<file path="src/rtl/serializador.sv">
// Parallel-to-serial stage for 8b/10b symbols: MSB-first shifter fed from a one-word
// holding register, inserting alternating-disparity K28.5 commas when nothing is pending.
module serializador #(
  parameter int unsigned       ANCHO    = 10,
  parameter logic [ANCHO-1:0]  COMA_RDN = 10'b0011111010,
  parameter logic [ANCHO-1:0]  COMA_RDP = 10'b1100000101
) (
  input  logic             clk,
  input  logic             rst,
  input  logic             enb,
  input  logic [ANCHO-1:0] entradas,
  input  logic             valido,
  output logic             listo,
  output logic             salida,
  output logic             inicio,
  output logic             esComa
);

  localparam int unsigned CW = $clog2(ANCHO);
  localparam logic [CW-1:0] ULTIMO = CW'(ANCHO - 1);

  typedef enum logic {
    INACTIVO = 1'b0,
    TX       = 1'b1
  } estado_t;

  estado_t          estado_q, estado_d;
  logic [ANCHO-1:0] sr_q, sr_d;
  logic [ANCHO-1:0] hold_q, hold_d;
  logic             lleno_q, lleno_d;
  logic [CW-1:0]    contador_q, contador_d;
  logic             rd_q, rd_d;
  logic             coma_q, coma_d;

  logic carga_c;
  logic acepta_c;

  // State register
  always_ff @(posedge clk or negedge rst) begin
    if (!rst) begin
      estado_q   <= INACTIVO;
      sr_q       <= '0;
      hold_q     <= '0;
      lleno_q    <= 1'b0;
      contador_q <= '0;
      rd_q       <= 1'b0;
      coma_q     <= 1'b0;
    end else begin
      estado_q   <= estado_d;
      sr_q       <= sr_d;
      hold_q     <= hold_d;
      lleno_q    <= lleno_d;
      contador_q <= contador_d;
      rd_q       <= rd_d;
      coma_q     <= coma_d;
    end
  end

  // A word boundary is either leaving idle or the edge after the last bit
  assign carga_c  = enb && ((estado_q == INACTIVO) || (contador_q == ULTIMO));
  assign acepta_c = valido && listo;

  // Next-state logic
  always_comb begin
    estado_d   = estado_q;
    sr_d       = sr_q;
    hold_d     = hold_q;
    lleno_d    = lleno_q;
    contador_d = contador_q;
    rd_d       = rd_q;
    coma_d     = coma_q;

    if (!enb) begin
      // Dropping enable discards the word in flight but keeps the pending symbol
      estado_d   = INACTIVO;
      contador_d = '0;
      sr_d       = '0;
    end else if (carga_c) begin
      if (lleno_q) begin
        sr_d    = hold_q;
        lleno_d = 1'b0;
        coma_d  = 1'b0;
      end else begin
        sr_d   = rd_q ? COMA_RDP : COMA_RDN;
        rd_d   = ~rd_q;
        coma_d = 1'b1;
      end
      contador_d = '0;
      estado_d   = TX;
    end else begin
      sr_d       = {sr_q[ANCHO-2:0], 1'b0};
      contador_d = contador_q + CW'(1);
    end

    // listo implies the holding register was empty, so this never collides with a drain
    if (acepta_c) begin
      hold_d  = entradas;
      lleno_d = 1'b1;
    end
  end

  assign listo  = enb && !lleno_q;
  assign salida = sr_q[ANCHO-1];
  assign inicio = (estado_q == TX) && (contador_q == '0);
  assign esComa = (estado_q == TX) && coma_q;

endmodule

</file>
<file path="config.mk">
export PLATFORM = sky130hd
export DESIGN_NAME = serializador
export DESIGN_NICKNAME = d
export VERILOG_FILES = /design/src/rtl/serializador.sv
export SDC_FILE = /design/constraint.sdc
export NUM_CORES = 1
export LEC_CHECK = 0
export ABC_AREA = 1
export CORE_ASPECT_RATIO = 0.9
export CORE_MARGIN = 2
export CORE_UTILIZATION = 30
export CTS_BUF_LIST = sky130_fd_sc_hd__clkbuf_8
export CTS_CLUSTER_DIAMETER = 50
export DETAILED_ROUTE_END_ITERATION = 10
export REMOVE_ABC_BUFFERS = 1
export SLEW_MARGIN = 20
export SYNTH_ARGS = -nofsm -noshare
export SYNTH_HDL_FRONTEND = slang
export SYNTH_SLANG_ARGS = --single-unit
</file>
<file path="constraint.sdc">
create_clock -name clk -period 1.75 [get_ports clk]
set_clock_uncertainty 0.2 [all_clocks]
set_input_delay 0.2625 -clock clk [delete_from_list [all_inputs] [get_ports clk]]
set_output_delay 0.2625 -clock clk [all_outputs]
set_load 0.1 [all_outputs]
</file>
==> results.yml <==
outcome:
  result_of_the_run: "finished clean"
die:
  dieArea_um2: 4820
  core_region_area_um2: 4100
  design.portCount: 18
  die_width_um: 73.0
  initial_utilization_pct: 31.3
  placement_rows: 22
  floorplan.die.height_um: 66.1
synth:
  yosys_register_bits: 28
  count_of_yosys_warnings_during_synthesis: 0
  syn_area_per_cell_um2: 8.29
  post_synth_main_area_contributors: "sky130_fd_sc_hd__dfrtp_1 (55%), sky130_fd_sc_hd__nand2_1 (18%), sky130_fd_sc_hd__nand3_1 (6.6%)"
  yosysSeqAreaShare_pct: 54.5
  netlist_area_um2: 1280
  netlist.top_cell.by_area: "sky130_fd_sc_hd__dfrtp_1"
  synth.distinct_cells: 18
  synth_largest_type_area_fraction_pct: 54.5
  syn_inst: 155
final_layout:
  num_antenna_cells: 0
  most_common_library_cell_in_the_layout_ignoring_fill_and_taps: "sky130_fd_sc_hd__nand2_1"
  area_delta_synth_final_pct: 34.1
  final_net_count: 200
  commonest_non_fill_non_tap_cells_in_the_layout: "sky130_fd_sc_hd__nand2_1 (61), sky130_fd_sc_hd__dfrtp_1 (28), sky130_fd_sc_hd__nand3_1 (17)"
  drive_gt1_share_pct: 19.8
  fillerInstances: 423
clock_tree:
  clock_path_buffers: 2
  cts.hold.buffers_added: 0
  cts_inserted_buffers: 3
  cts_root_buf: "sky130_fd_sc_hd__clkbuf_8"
  tritoncts: "built"
  htreeDepth: 1
  clk_pin_slew_worst_paths_ns: 0.09
  numClockSinks: 28
  insertion_delay_ns: 0.27
worst_setup_path:
  critical_path.slowest_cell: "sky130_fd_sc_hd__dfrtp_1"
  timing.critical_path.cells: "inv_2, ha_4, nand2_4, nor3_4, buf_12"
  cp_top_family: "flip-flops"
  critPathArrivalTime_ns: 1.28
  cpPeakStageDelay_ns: 0.41
  crit_path_start_kind: "register"
  crit_required_ns: 1.29
  capture_instance_of_the_worst_register_to_register_path: "sr_q[5]"
  worstReg2RegStart: "contador_q[1]"
  r2r_setup_slack_ns: 0.09
  startpoint: "contador_q[0]"
  worstRegToRegCells: 10
  category_of_the_critical_setup_timing_path: "register to output pin"
  capturing_element_type_of_the_critical_path: "output pin"
  critPathMaxFanout: 2
  timing.critical_path.buf_inv: 2
drt:
  post_drt_wl_per_cell_um: 10.6
  initialDrtViolationCount: 65
  drt_drc_violations_left: 0
  drt_first_pass_iters: 4
  avgViaCountPerCell: 4.22
  ant_nets: 0
  detailroute.via_count: 971
  wl_mm: 2.44
timing:
  unrepaired_setup_endpoints_after_global_routing: "true"
  report.final.setup_viol: 0
  max_freq_mhz: 573
  timing.final.crit_share_pct: 99.8
  period_needed_ns: 1.75
  holdWs_ns: 0.162
  maxSlewViolCount: 0
  max_slew.worst_pin.slew_ns: 0.361
  hold_viol_final: 0
  fin_tns_setup_ns: 0
  worst_slew_margin_rel_pct: 76.0
power_and_ir_drop:
  cellLeakagePower_nw: 0.906
  vdd_ir_drop_max_mv: 0.489
  power-per-cell-area_nw_per_um2: 986
placed_design:
  hpwlAfterDp_mm: 1.78
  io_buffer_count: 17
  finalWeightedCongestion: 0.742
global_routing:
  largest_net_degree_at_the_start_of_global_routing: 29
  grt-ovfl-total: 0
  grt_pass1_wl_mm: 4.20
  grt_util_all_layers_pct: 11.5
  first_global_vias: 938
  initial_antenna_violation_count: 0
worst_hold_path:
  worst_hold_path_type: "primary input to async pin"
run:
  maxCapViolations: 0
==> stage by stage <==
stage | worst slack [ns] | util (%) | std cells | power [W] | area, um2
after CTS | -0.0579 | 41.2 | 229 | 0.00172 | 1690
after detailed placement | 0.0288 | 38.5 | 221 | 0.00130 | 1580
after global routing | -0.0531 | 42.0 | 230 | 0.00182 | 1720
final | 0.00377 | 42.0 | 230 | 0.00170 | 1720
after floorplan | -1.38 | - | 149 | 0.00112 | 1260
after global placement | 0.0408 | 38.5 | 221 | 0.00130 | 1580
==> what timing repair did <==
item                                    CTS  global route
setup buffers                             4             1
endpoints found under the setup margin    1            10
pin swaps                                 2             2
gates resized for setup                   6             6
==> kinds of logic after synthesis <==
family | count (synthesis) | share of synthesized area, %
AND/OR/NAND/NOR | 98 | 33.1
flip-flops | 28 | 54.5
buffers and inverters | 21 | 6.62
AO/OA/AOI/OAI | 3 | 1.46
adder cells (fa/ha/maj) | 3 | 2.92
XOR/XNOR | 2 | 1.36
==> Yosys cell counts <==
cell type and n:
sky130_fd_sc_hd__a21oi_1 2, sky130_fd_sc_hd__a21oi_2 1, sky130_fd_sc_hd__buf_2 5, sky130_fd_sc_hd__clkbuf_1 1, sky130_fd_sc_hd__dfrtp_1 28, sky130_fd_sc_hd__ha_1 3
sky130_fd_sc_hd__inv_1 12, sky130_fd_sc_hd__inv_2 3, sky130_fd_sc_hd__nand2_1 62, sky130_fd_sc_hd__nand2_2 3, sky130_fd_sc_hd__nand3_1 17, sky130_fd_sc_hd__nand3_2 2
sky130_fd_sc_hd__nand3b_1 2, sky130_fd_sc_hd__nor2_1 10, sky130_fd_sc_hd__nor2_4 1, sky130_fd_sc_hd__nor3_1 1, sky130_fd_sc_hd__xnor2_1 1, sky130_fd_sc_hd__xor2_1 1
==> state kept, by name, indices dropped and copies added (netlist names) <==
register / count
contador_q: 4
lleno_q: 1
coma_q: 1
rd_q: 1
sr_q: 10
estado_q: 1
hold_q: 10
==> power by group <==
| part | total (W) | switching [W] | leakage, nW | internal, W |
|---|---|---|---|---|
| Clock | 0.000395 | 0.000194 | 0.0288 | 0.000201 |
| Combinational | 0.000477 | 0.000285 | 0.521 | 0.000192 |
| Sequential | 0.000827 | 0.0000654 | 0.357 | 0.000762 |
| Total | 0.00170 | 0.000544 | 0.906 | 0.00116 |
==> how the worst max path moves through the flow <==
stage,to,cells past startpoint
after CTS,inicio,5
after floorplan,inicio,4
after global placement,sr_q[1],6
after global routing,inicio,5
final,inicio,5
after detailed placement,hold_q[6],6
==> cell type report <==
cell class | count | area, um2 | area share, %
clock buffers | 4 | 55.1 | 3.20
multi-input cells | 106 | 551 | 32.0
flip-flops and latches | 28 | 701 | 40.7
inverters | 15 | 56.3 | 3.27
repair buffers | 29 | 300 | 17.4
well taps | 48 | 60.1 | 3.49
==> per-layer routing <==
metal | track usage [%] | vias up | wire [um]
met4 | 2.78 | 0 | 18
met2 | 16.6 | 20 | 986
met5 | 0 | - | 0
met1 | 16.2 | 422 | 1310
li1 | - | 527 | -
met3 | 4.12 | 2 | 117
Power figures use the tool's default switching activity.
==> RTL change (same settings) <==
Register the output `listo`, cleared by the reset; this adds one clock of latency there. The other outputs are not delayed to match.
--- a/src/rtl/serializador.sv
+++ b/src/rtl/serializador.sv
@@ -24,4 +24,6 @@
     TX       = 1'b1
   } estado_t;
+
+  logic listo_d;
 
   estado_t          estado_q, estado_d;
@@ -59,5 +61,5 @@
   // A word boundary is either leaving idle or the edge after the last bit
   assign carga_c  = enb && ((estado_q == INACTIVO) || (contador_q == ULTIMO));
-  assign acepta_c = valido && listo;
+  assign acepta_c = valido && listo_d;
 
   // Next-state logic
@@ -100,9 +102,17 @@
   end
 
-  assign listo  = enb && !lleno_q;
+  assign listo_d = enb && !lleno_q;
   assign salida = sr_q[ANCHO-1];
   assign inicio = (estado_q == TX) && (contador_q == '0);
   assign esComa = (estado_q == TX) && coma_q;
 
+  always_ff @(posedge clk or negedge rst) begin
+    if (!rst) begin
+      listo <= '0;
+    end else begin
+      listo <= listo_d;
+    end
+  end
+
 endmodule
 
Behaviour: not the same (a bounded check fails within 4 cycles, from zero or initial values and one cycle with rst low).
==> RTL change against the original RTL <==
- routed wire length grew 5.6%
- via count is 6.4% higher
- sequential cell count grew 1
- cell area grew 11%
- largest power group unchanged
- largest cell class unchanged
- cell count up 9.1%
- critical path depth unchanged
- highest routed layer unchanged
- worst hold slack improved by 0.0050 ns
- clock power rose by 51%
- total power increased by 14%
- synthesized area increased by 6.3%
- sequential share of layout area down 2.7 points
- worst setup slack better by 0.012 ns
- global-route usage increased by 0.51 points
==> RTL change: results (changes against the original RTL) <==
metric,value,unit,change
status,"complete, no violations",,unchanged
H-tree Lvls,2,,was 1
Peak VDD IR,0.540,mV,was 0.489 mV
post-synthesis sequential area ratio,0.531,,was 0.545
Critical Path RT,1.29,ns,about the same
NumNets Final,205,,was 200
crit-path max FO,2,,unchanged
first drt pass iteration count,4,,unchanged
starting DRC count in detailed routing,36,,was 65
Skew-Pair Late Insertion Delay,0.28,ns,
ant diodes,0,,unchanged
via count,1033,,was 971
PortBufs,17,,unchanged
drt wl/cell,10.3,um,was 10.6 um
layout cell share with drive strength beyond 1,0.249,,was 0.198
async set-or-reset flop fraction in the synthesized netlist,1.00,,unchanged
worst slew pin tran,0.386,ns,was 0.361 ns
first-pass GRT wire length,4440,um,was 4200 um
Regs by FF count,"hold_q x10, sr_q x10, contador_q x4",,unchanged
CTS Buf Count,5,,was 3
hold crit path type,input port to async pin,,unchanged
Post-synth top cells,"nand2_1, dfrtp_1, nand3_1",,unchanged
synth top area cells,"dfrtp_1, nand2_1, nand3_1",,unchanged
Max Root-Sink Buffers,2,,unchanged
filler cell count,444,,was 423
Yosys cell types,22,,was 18
Min Hold Slack,0.167,ns,was 0.162 ns
CP arrival,1.27,ns,
RD Place Congestion,0.738,,was 0.742
synth warn,0,,unchanged
Post-DP HPWL,1730,um,was 1780 um
CTS Root Cell,clkbuf_8,,unchanged
Leak,0.954,nW,was 0.906 nW
gr usage total,0.120,,was 0.115
prevailing post-synth register cell,dfrtp_1,,unchanged
internal reg-to-reg setup slack,0.06,ns,was 0.09 ns
largest net degree at the start of global routing,30,,was 29
clock-pin slew on the worst setup and hold paths,0.06,ns,was 0.09 ns
initial antenna violation count,0,,unchanged
"worst slack, placed",0.0853,ns,was 0.0288 ns
[RTL change: cell count changes in the layout (fill, tap and decap cells not counted), moves of 2 or more]
cell and change:
nor2_2 +2, inv_1 -6, clkbuf_8 +3, nand3b_1 +2
nor2_1 -2, nand2_1 +3, nor2_4 +2
[RTL change: logic make-up (layout without fill, tap and decap cells)]
logic type                 Yosys count  after routing  synth area share
adders and majority gates            3              3            0.0275
AOI/OAI and AO/OA                    1              1           0.00366
xor gates and xnor gates             2              2            0.0128
DFF                                 29             29             0.531
and+or+nand+nor                    104            105             0.369
buffers and inverters               16             49            0.0559
[RTL change: path summary, 6_finish.rpt]
check | startpoint | endpoint | cells after the start
worst max-delay path | contador_q[1] | inicio | 5
worst min-delay path | rst | contador_q[2] | 2
worst max register to register | contador_q[1] | contador_q[1] | 9
worst min register to register | sr_q[5] | sr_q[6] | 2
max in group asynchronous | rst | hold_q[5] | 2
min in group clk | sr_q[5] | sr_q[6] | 2
[RTL change: worst max-delay path: stages, from the launching register on]
cell and delay, ns:
dfrtp_1 0.39, inv_2 0.08, ha_4 0.13, nand2_4 0.05, nor3_4 0.14, buf_12 0.20
[RTL change: layout make-up]
class / instances / area share
inverters: 9 / 0.0203
multi-input cells: 111 / 0.328
repair buffers: 32 / 0.178
clock inverters: 1 / 0.00262
clock buffers: 7 / 0.0505
flip-flops and latches: 29 / 0.380
well taps: 62 / 0.0406
[RTL change: repair_timing]
| item | in CTS | in global routing |
|---|---|---|
| endpoints found under the setup margin | 1 | 18 |
| gates resized for setup | 8 | 6 |
| buffers inserted | 4 | 6 |
| pin swaps | 3 | 7 |
| hold buffers | 0 | 0 |
| cloned | 0 | 1 |
[RTL change: through the flow]
step | area [sq um] | instances
floorplan | 1330 | 148
global placement | 1660 | 233
detailed placement | 1660 | 233
CTS | 1820 | 245
global route | 1910 | 251
finish | 1910 | 251
[RTL change: power breakdown]
part	internal, mW	switching [mW]
clock	0.355	0.243
sequential	0.788	0.0743
combinational	0.190	0.281
total	1.33	0.598
[RTL change: layer usage]
layer	GRT usage	vias to the layer above	wire, um
met1	0.136	459	1190
met3	0.0486	4	149
met4	0.0548	0	43
li1	-	548	-
met2	0.197	22	1200
met5	0	-	0
